**config.mk**
```make
export PLATFORM = sky130hd
export DESIGN_NAME = uart_rx
export DESIGN_NICKNAME = d
export VERILOG_FILES = /design/src/rtl/uart_rx.sv
export SDC_FILE = /design/constraint.sdc
export NUM_CORES = 1
export LEC_CHECK = 0
export BUFFER_PORTS_ARGS = -buffer_cell sky130_fd_sc_hd__buf_4
export CORE_ASPECT_RATIO = 1.25
export CORE_MARGIN = 5
export CORE_UTILIZATION = 50
export CTS_CLUSTER_SIZE = 24
export DETAILED_ROUTE_END_ITERATION = 7
export PLACE_DENSITY = 0.76
export SKIP_LAST_GASP = 1
export SLEW_MARGIN = 10
export SYNTH_ARGS = -nofsm -noshare
export SYNTH_HDL_FRONTEND = slang
export SYNTH_SLANG_ARGS = --single-unit
```
**constraint.sdc**
```tcl
create_clock -name clk -period 2 [get_ports clk]
set_input_delay 0 -clock clk [delete_from_list [all_inputs] [get_ports clk]]
set_output_delay 0 -clock clk [all_outputs]
set_load 0.1 [all_outputs]
```
**src/rtl/uart_rx.sv**
```systemverilog
// ----------------------------------------------------------------------------
// uart_rx
//
// Receive half of the UART link. Deserializes the rx line (idle high, LSB
// first) into an 8-bit word with programmable data width (5..8), optional
// even/odd parity and one or two stop bits. Each completed word is presented
// on rx_data together with parity/frame error flags and a one-cycle rx_done
// pulse. rts_n tells the remote transmitter whether an unacknowledged word is
// being held; it is advisory only, so frames keep being received regardless.
//
// Optional feature macro:
//   UART_RX_SYNC_EN  - when defined, rx goes through a two-flop synchronizer
//                      (reset to 1) before use; every latency measured from
//                      the pin grows by two cycles. When undefined, rx must
//                      already be synchronous to clk.
//
// Parameters:
//   CLKS_PER_BIT     - clk cycles per bit period (even, >= 4), default 16
//
// Ports:
//   clk              - single clock, rising edge
//   reset            - asynchronous active-high reset
//   rx               - serial input
//   rts_n            - 0 = ready to receive, 1 = holding unacknowledged data
//   data_bit_num     - data bits: 00=5, 01=6, 10=7, 11=8
//   stop_bit_num     - 0 = one stop bit, 1 = two stop bits
//   parity_en        - 1 = parity bit follows the data bits
//   parity_type      - 0 = even, 1 = odd
//   rx_ack           - consumer has taken rx_data (single-cycle pulse)
//   rx_data          - last received word, unused MSBs are 0
//   rx_done          - one-cycle pulse: new word and flags valid
//   parity_error     - parity mismatch in the last word
//   frame_error      - a stop bit was sampled low in the last word
//   overrun          - a word completed while the previous one was unacked
// ----------------------------------------------------------------------------
module uart_rx #(
    parameter int CLKS_PER_BIT = 16
) (
    input  logic       clk,
    input  logic       reset,
    input  logic       rx,
    output logic       rts_n,
    input  logic [1:0] data_bit_num,
    input  logic       stop_bit_num,
    input  logic       parity_en,
    input  logic       parity_type,
    input  logic       rx_ack,
    output logic [7:0] rx_data,
    output logic       rx_done,
    output logic       parity_error,
    output logic       frame_error,
    output logic       overrun
);

    localparam int            CW        = $clog2(CLKS_PER_BIT);
    localparam logic [CW-1:0] BIT_LAST  = CW'(CLKS_PER_BIT - 1);
    localparam logic [CW-1:0] HALF_LAST = CW'(CLKS_PER_BIT / 2 - 1);

    typedef enum logic [2:0] {
        IDLE,
        START,
        DATA,
        PARITY,
        STOP
    } state_t;

    // Line as seen by the state machine (optionally synchronized).
    logic rxS;

`ifdef UART_RX_SYNC_EN
    // Two-flop synchronizer; resets to the idle level so no false start is
    // seen when reset is released.
    logic [1:0] sync_q;

    always_ff @(posedge clk or posedge reset) begin
        if (reset) begin
            sync_q <= 2'b11;
        end else begin
            sync_q <= {sync_q[0], rx};
        end
    end

    assign rxS = sync_q[1];
`else
    assign rxS = rx;
`endif

    // Frame tracking state.
    state_t        state_q, state_d;
    logic [CW-1:0] cnt_q, cnt_d;
    logic [2:0]    bitIdx_q, bitIdx_d;
    logic          stopIdx_q, stopIdx_d;

    // Configuration latched at start confirmation so that mid-frame changes
    // on the shared configuration inputs cannot corrupt a word in flight.
    logic [1:0]    dataBits_q, dataBits_d;
    logic          twoStop_q, twoStop_d;
    logic          parEn_q, parEn_d;
    logic          parOdd_q, parOdd_d;

    // Word being assembled and its flags, before they are published.
    logic [7:0]    shift_q, shift_d;
    logic          parErrPend_q, parErrPend_d;
    logic          frmErrPend_q, frmErrPend_d;
    logic          donePend_q, donePend_d;

    // Published outputs.
    logic [7:0]    rxData_q, rxData_d;
    logic          rxDone_q, rxDone_d;
    logic          parityErr_q, parityErr_d;
    logic          frameErr_q, frameErr_d;
    logic          rtsN_q, rtsN_d;
    logic          overrun_q, overrun_d;

    // Index of the last data bit: 4 for 5-bit words up to 7 for 8-bit words.
    logic [2:0]    lastIdx;
    assign lastIdx = 3'd4 + {1'b0, dataBits_q};

    // State and datapath registers.
    always_ff @(posedge clk or posedge reset) begin
        if (reset) begin
            state_q      <= IDLE;
            cnt_q        <= '0;
            bitIdx_q     <= '0;
            stopIdx_q    <= 1'b0;
            dataBits_q   <= 2'b11;
            twoStop_q    <= 1'b0;
            parEn_q      <= 1'b0;
            parOdd_q     <= 1'b0;
            shift_q      <= '0;
            parErrPend_q <= 1'b0;
            frmErrPend_q <= 1'b0;
            donePend_q   <= 1'b0;
            rxData_q     <= '0;
            rxDone_q     <= 1'b0;
            parityErr_q  <= 1'b0;
            frameErr_q   <= 1'b0;
            rtsN_q       <= 1'b0;
            overrun_q    <= 1'b0;
        end else begin
            state_q      <= state_d;
            cnt_q        <= cnt_d;
            bitIdx_q     <= bitIdx_d;
            stopIdx_q    <= stopIdx_d;
            dataBits_q   <= dataBits_d;
            twoStop_q    <= twoStop_d;
            parEn_q      <= parEn_d;
            parOdd_q     <= parOdd_d;
            shift_q      <= shift_d;
            parErrPend_q <= parErrPend_d;
            frmErrPend_q <= frmErrPend_d;
            donePend_q   <= donePend_d;
            rxData_q     <= rxData_d;
            rxDone_q     <= rxDone_d;
            parityErr_q  <= parityErr_d;
            frameErr_q   <= frameErr_d;
            rtsN_q       <= rtsN_d;
            overrun_q    <= overrun_d;
        end
    end

    // Next-state logic. The bit counter runs from 0 to CLKS_PER_BIT-1 and a
    // sample is taken when it wraps; the first wrap after the start edge is
    // at half a bit, so every later sample lands mid-bit. The last stop
    // sample returns straight to IDLE and only flags donePend, which lets a
    // back-to-back start bit be caught while the word is being published.
    always_comb begin
        state_d      = state_q;
        cnt_d        = cnt_q;
        bitIdx_d     = bitIdx_q;
        stopIdx_d    = stopIdx_q;
        dataBits_d   = dataBits_q;
        twoStop_d    = twoStop_q;
        parEn_d      = parEn_q;
        parOdd_d     = parOdd_q;
        shift_d      = shift_q;
        parErrPend_d = parErrPend_q;
        frmErrPend_d = frmErrPend_q;
        donePend_d   = 1'b0;
        rxData_d     = rxData_q;
        rxDone_d     = 1'b0;
        parityErr_d  = parityErr_q;
        frameErr_d   = frameErr_q;
        rtsN_d       = rtsN_q;
        overrun_d    = overrun_q;

        unique case (state_q)
            IDLE: begin
                if (!rxS) begin
                    state_d = START;
                    cnt_d   = '0;
                end
            end

            START: begin
                if (cnt_q == HALF_LAST) begin
                    cnt_d = '0;
                    if (rxS) begin
                        state_d = IDLE;
                    end else begin
                        state_d      = DATA;
                        dataBits_d   = data_bit_num;
                        twoStop_d    = stop_bit_num;
                        parEn_d      = parity_en;
                        parOdd_d     = parity_type;
                        bitIdx_d     = '0;
                        stopIdx_d    = 1'b0;
                        shift_d      = '0;
                        parErrPend_d = 1'b0;
                        frmErrPend_d = 1'b0;
                    end
                end else begin
                    cnt_d = cnt_q + CW'(1);
                end
            end

            DATA: begin
                if (cnt_q == BIT_LAST) begin
                    cnt_d             = '0;
                    shift_d[bitIdx_q] = rxS;
                    if (bitIdx_q == lastIdx) begin
                        state_d = parEn_q ? PARITY : STOP;
                    end else begin
                        bitIdx_d = bitIdx_q + 3'd1;
                    end
                end else begin
                    cnt_d = cnt_q + CW'(1);
                end
            end

            PARITY: begin
                if (cnt_q == BIT_LAST) begin
                    cnt_d   = '0;
                    state_d = STOP;
                    // Unused MSBs of shift_q are zero, so the reduction covers
                    // exactly the received data bits. Odd parity inverts.
                    parErrPend_d = (^shift_q) ^ rxS ^ parOdd_q;
                end else begin
                    cnt_d = cnt_q + CW'(1);
                end
            end

            STOP: begin
                if (cnt_q == BIT_LAST) begin
                    cnt_d = '0;
                    if (!rxS) begin
                        frmErrPend_d = 1'b1;
                    end
                    if (stopIdx_q == twoStop_q) begin
                        state_d    = IDLE;
                        donePend_d = 1'b1;
                    end else begin
                        stopIdx_d = 1'b1;
                    end
                end else begin
                    cnt_d = cnt_q + CW'(1);
                end
            end

            default: begin
                state_d = IDLE;
            end
        endcase

        // Publishing a word takes priority over an acknowledge arriving in
        // the same cycle; that ack is dropped and rts_n stays high.
        if (donePend_q) begin
            rxDone_d    = 1'b1;
            rxData_d    = shift_q;
            parityErr_d = parErrPend_q;
            frameErr_d  = frmErrPend_q;
            rtsN_d      = 1'b1;
            if (rtsN_q) begin
                overrun_d = 1'b1;
            end
        end else if (rx_ack && rtsN_q) begin
            rtsN_d    = 1'b0;
            overrun_d = 1'b0;
        end
    end

    assign rts_n        = rtsN_q;
    assign rx_data      = rxData_q;
    assign rx_done      = rxDone_q;
    assign parity_error = parityErr_q;
    assign frame_error  = frameErr_q;
    assign overrun      = overrun_q;

endmodule

```
==> metrics.cfg, run 1 <==
[grt]
grt_usage=0.162
overflow=0
grt_max_degree=41
grt_pass1_vias=1528
grt_pass1_wl_um=7120
antenna_found_initial=0

[power_and_ir_drop]
power_density_nw_per_um2=787
leakagePower_nw=1.22
peakVddDrop_mv=0.525

[setup_path]
required_ns=2.18
endpoint_kind=register
cp-start-kind=register
critical_path_class=register to register
cp.arrival_ns=2.04
critical_path_peak_fanout=9

[synth]
syn_inst=197
synth_area_per_cell_um2=10.8
yosys_warnings=0
synthFlopType=dfrtp_1
synth_cell_types=49
synth_fp_nets=208
synth_area_um2=2130
yosysSeqAreaShare=0.472
synthArstFlopShare=1.00
synth_edf_count=0
synth-seq-cells=40

[clock_network]
numCtsBuffers=5
clockRootBuffer=clkbuf_8
clk_pin_slew_ns=0.08
cts_tree=built
htree_num_levels=2
clk_latency_ns=0.29
cts_resized=0
cts.path.max_buffers=2
clock-sinks=40

[sta]
max_freq_mhz=537
setup_viol=0
tightest_slew_ns=0.495
tns_ns=0
hold_violations=0
period_needed_ns=1.86
rsz0062_at_grt=no
final.setup_skew_ns=0.00704
worst_slack_ns=0.139
drv_slew=0
relSlewSlack=0.670
min_period_over_period=0.930

[die]
row_count=26
dieArea_um2=5660
core_area_um2=4100
start_util=0.519
dieWidth_um=68.3
die_height_um=82.9
top_level_ports=22

[job]
drv_cap=0

[detailed_routing]
vias_per_cell=5.64
routed_wl_um=4040
ant_nets=0
via_count=1578
drt_pass1_iterations=4
highest_layer=met4
drtIter0Drc=90
met2_length_um=2000
drcViolationCount=0
wl_per_cell_um=14.4
wl_met1_um=1760
wl_met3_um=168

[layout]
diodes=0
drive_above_1_share=0.254
fill_cells=350
area_growth_pct=18.5
nets=235
layout_commonest_cell=dfrtp_1
seq_area_um2=1000
final_core_util=0.614
multiInputGateArea_um2=1020
layout_common_cells=38 x dfrtp_1, 26 x buf_4, 14 x o21ai_1, 13 x mux2_2

[run_status]
status=complete, no violations

[placed_design]
gp_congestion=0.837
portBuffers=21
hpwlAfterDp_um=2850
pre_cts_ws_ns=0.155

[hold_path]
min_path_type=primary input to register

power breakdown:
part	internal, W	switching (W)	total [W]
Combinational	0.000143	0.000144	0.000287
Sequential	0.000861	0.0000813	0.000942
Clock	0.000491	0.000263	0.000754
final timing paths:
| check | start | end | slack [ns] | cells after the start |
|---|---|---|---|---|
| max | cnt_q[0] | parOdd_q | 0.14 | 4 |
| min | rx | cnt_q[2] | 0.04 | 3 |
| max reg2reg | cnt_q[0] | parOdd_q | 0.14 | 4 |
| min reg2reg | frmErrPend_q | frmErrPend_q | 0.49 | 1 |
| max in group asynchronous | reset | dataBits_q[0] | 1.24 | 4 |
| min in group asynchronous | reset | rx_data[7] | 0.40 | 4 |
critical path, stage by stage (launching register included):
cell      delay, ns
dfrtp_1        0.38
ha_1           0.33
nand3b_4       0.11
or4_4          0.60
mux2_4         0.34
stage by stage:
step | power, W | area, um^2 | hold WS [ns] | instances
after floorplan | 0.00117 | 2130 | 0.148 | 197
after global placement | 0.00122 | 2320 | 0.151 | 266
after detailed placement | 0.00123 | 2320 | 0.167 | 266
after CTS | 0.00200 | 2520 | 0.0305 | 280
after global routing | 0.00209 | 2520 | 0.0668 | 280
final | 0.00198 | 2520 | 0.0379 | 280
layer usage:
layer	global-route usage	vias up
li1	-	766
met1	0.204	761
met2	0.263	40
met3	0.0405	11
met4	0.0542	0
met5	0	-
cell families (layout without fill, tap and decap cells):
| group | after synthesis | in the layout | synth area share |
|---|---|---|---|
| muxes | 20 | 20 | 0.114 |
| and+or+nand+nor | 48 | 48 | 0.138 |
| xor gates and xnor gates | 12 | 12 | 0.0559 |
| adders and majority gates | 2 | 2 | 0.0118 |
| AOI/OAI and AO/OA | 54 | 54 | 0.161 |
| buffers and inverters | 21 | 48 | 0.0477 |
| DFF | 40 | 40 | 0.472 |
Yosys cell counts (2+ instances only):
master    count  area share
a211o_1       2      0.0082
a21oi_1       6       0.014
a22o_1        2      0.0082
a31oi_1       5       0.015
and3_1        3      0.0088
buf_2         6       0.014
buf_6         2       0.011
clkbuf_1      4      0.0071
dfrtp_1      38        0.45
dfstp_2       2       0.025
ha_1          2       0.012
inv_1         8       0.014
mux2_2       13       0.069
mux2_4        5       0.035
mux2i_1       2      0.0094
nand2_1       7       0.012
nand2b_1      3      0.0088
nand3_1       6       0.014
nand3b_1      2      0.0071
nand4_1       2      0.0059
nor2_1        8       0.014
nor3_1        5       0.012
o21a_1        5       0.018
o21ai_0       9       0.021
o21ai_1      14       0.033
o31ai_1       3       0.011
or3b_1        2      0.0082
xnor2_1       9       0.037
xor2_1        2      0.0082
cell type report:
class / instances / share of cell area
clock buffer: 5 / 0.0273
sequential: 40 / 0.398
tap: 56 / 0.0278
clock inverter: 2 / 0.0238
inverter: 8 / 0.0119
multi-input combinational: 136 / 0.405
timing repair buffer: 33 / 0.105
sequential cells by signal (all words and copies together) (netlist names):
| signal | cells |
|---|---|
| bitIdx_q | 3 |
| cnt_q | 4 |
| dataBits_q | 2 |
| donePend_q | 1 |
| frame_error | 1 |
| frmErrPend_q | 1 |
| overrun | 1 |
| parEn_q | 1 |
| parErrPend_q | 1 |
| parOdd_q | 1 |
| parity_error | 1 |
| rts_n | 1 |
| rx_data | 8 |
| rx_done | 1 |
| shift_q | 8 |
| state_q | 3 |
| stopIdx_q | 1 |
| twoStop_q | 1 |
repair_timing:
action,in CTS,in global routing
hold buffers,7,0
buffers inserted,0,0
hold endpoints to repair,44,0
Note: power is estimated with default switching activity, not from simulation.
==> run 2: changes to the inputs <==
Settings changed: CORE_ASPECT_RATIO 1.25 to 0.6.
==> run 2 against run 1 <==
  * Global-route usage up 0.89 points
  * Critical path depth unchanged
  * Combinational power up 9.4%
  * Clock skew up 0.0037 ns
  * Count of clock-buffer cells in the layout up 1
  * Critical path type unchanged
==> metrics.cfg, run 2 (synthesis results as in run 1) <==
[placed_design]
pre_cts_ws_ns=0.147
hpwlAfterDp_um=3030
portBuffers=21
gp_congestion=0.835

[die]
die_height_um=60.5
row_count=18
dieWidth_um=94.2
top_level_ports=22
start_util=0.519
core_area_um2=4100
dieArea_um2=5700

[setup_path]
cp_slowest_cell=or4_4
required_ns=2.18
rr_worst_depth=4
worst_r2r_endpoint=parEn_q
cp-start-kind=register
critical_path_peak_fanout=9
r2r_slack_ns=0.13
critical_path_class=register to register
endpoint_kind=register
worstReg2RegStart=cnt_q[0]
crit_chain=ha_1, nand3b_4, or4_4, mux2_4
cp.arrival_ns=2.05
critPathMaxStageDelay_ns=0.60

[grt]
grt_pass1_vias=1495
grt_pass1_wl_um=7400
overflow=0
antenna_found_initial=0
grt_max_degree=41
grt_usage=0.170

[detailed_routing]
drt_pass1_iterations=4
drcViolationCount=0
ant_nets=0
drtIter0Drc=243
vias_per_cell=5.54
routed_wl_um=4230
wl_per_cell_um=14.8
via_count=1584

[clock_network]
cts.path.max_buffers=2
cts_setup_buffers=0
clock-sinks=40
hold_buffers=7
cts_resized=0
numCtsBuffers=5
clk_latency_ns=0.30
clk_pin_slew_ns=0.07
cts_tree=built
clockRootBuffer=clkbuf_8
htree_num_levels=2

[layout]
layout_commonest_cell=dfrtp_1
drive_above_1_share=0.257
diodes=0
area_growth_pct=18.1
layout_common_cells=38 x dfrtp_1, 27 x buf_4, 14 x o21ai_1, 13 x mux2_2
nets=236

[sta]
period_needed_ns=1.87
hold_violations=0
final.setup_skew_ns=0.0108
tns_ns=0
drv_slew=0
tightest_slew_ns=0.520
max_freq_mhz=534
worst_slack_ns=0.126
min_period_over_period=0.937
relSlewSlack=0.653
rsz0062_at_grt=no
setup_viol=0

[hold_path]
hold_depth=3
min_from=rx
min_path_type=primary input to register
holdPathEnd=cnt_q[2]

[run_status]
status=complete, no violations

[power_and_ir_drop]
finalPower_w=0.00190
power_density_nw_per_um2=757
leakagePower_nw=1.22
peakVddDrop_mv=0.466

[job]
drv_cap=0

==> run 2: power by group <==
part	switching (W)	internal (W)	total [W]
Clock	0.000278	0.000370	0.000649
Combinational	0.000159	0.000155	0.000314
Sequential	0.0000756	0.000861	0.000936
Total	0.000513	0.00139	0.00190
==> run 2: how the worst max path moves through the flow <==
stage	endpoint	slack, ns	start	cells past startpoint
CTS	parEn_q	0.14	cnt_q[0]	4
detailed placement	parEn_q	0.15	cnt_q[0]	4
global route	shift_q[0]	0.03	cnt_q[0]	5
global placement	parOdd_q	0.20	cnt_q[0]	4
floorplan	parEn_q	0.24	cnt_q[0]	5
finish	parEn_q	0.13	cnt_q[0]	4
==> run 2: critical path, delay by kind of cell, from the launching register on <==
kind / cells / cell delay, ns
muxes: 1 / 0.34
adders and majority gates: 1 / 0.33
DFF: 1 / 0.39
and+or+nand+nor: 2 / 0.71
==> run 2: per-layer routing <==
layer  global-route usage  part of all wire  vias to the layer above
met1                0.264              0.55                      757
met4               0.0617            0.0040                        0
met2                0.229              0.39                       49
met5                    0                 0                        -
li1                     -                 -                      776
met3               0.0421             0.059                        2
==> run 2: cell type report <==
| type | instances | area (um^2) |
|---|---|---|
| Clock inverter | 2 | 35.0 |
| Sequential cell | 40 | 1000 |
| Inverter | 8 | 30.0 |
| Timing Repair Buffer | 34 | 273 |
| Fill cell | 345 | 1590 |
| Clock buffer | 6 | 72.6 |
| Multi-Input combinational cell | 136 | 1020 |
| Tap cell | 60 | 75.1 |
==> run 2: stage by stage <==
stage | std cells | hold slack (ns) | cell area [um^2] | utilization
2_1_floorplan | 197 | 0.148 | 2130 | -
3_3_place_gp | 271 | 0.160 | 2330 | 0.569
3_5_place_dp | 271 | 0.164 | 2330 | 0.569
4_1_cts | 286 | 0.0245 | 2510 | 0.612
5_1_grt | 286 | 0.0434 | 2510 | 0.612
6_report | 286 | 0.0343 | 2510 | 0.612
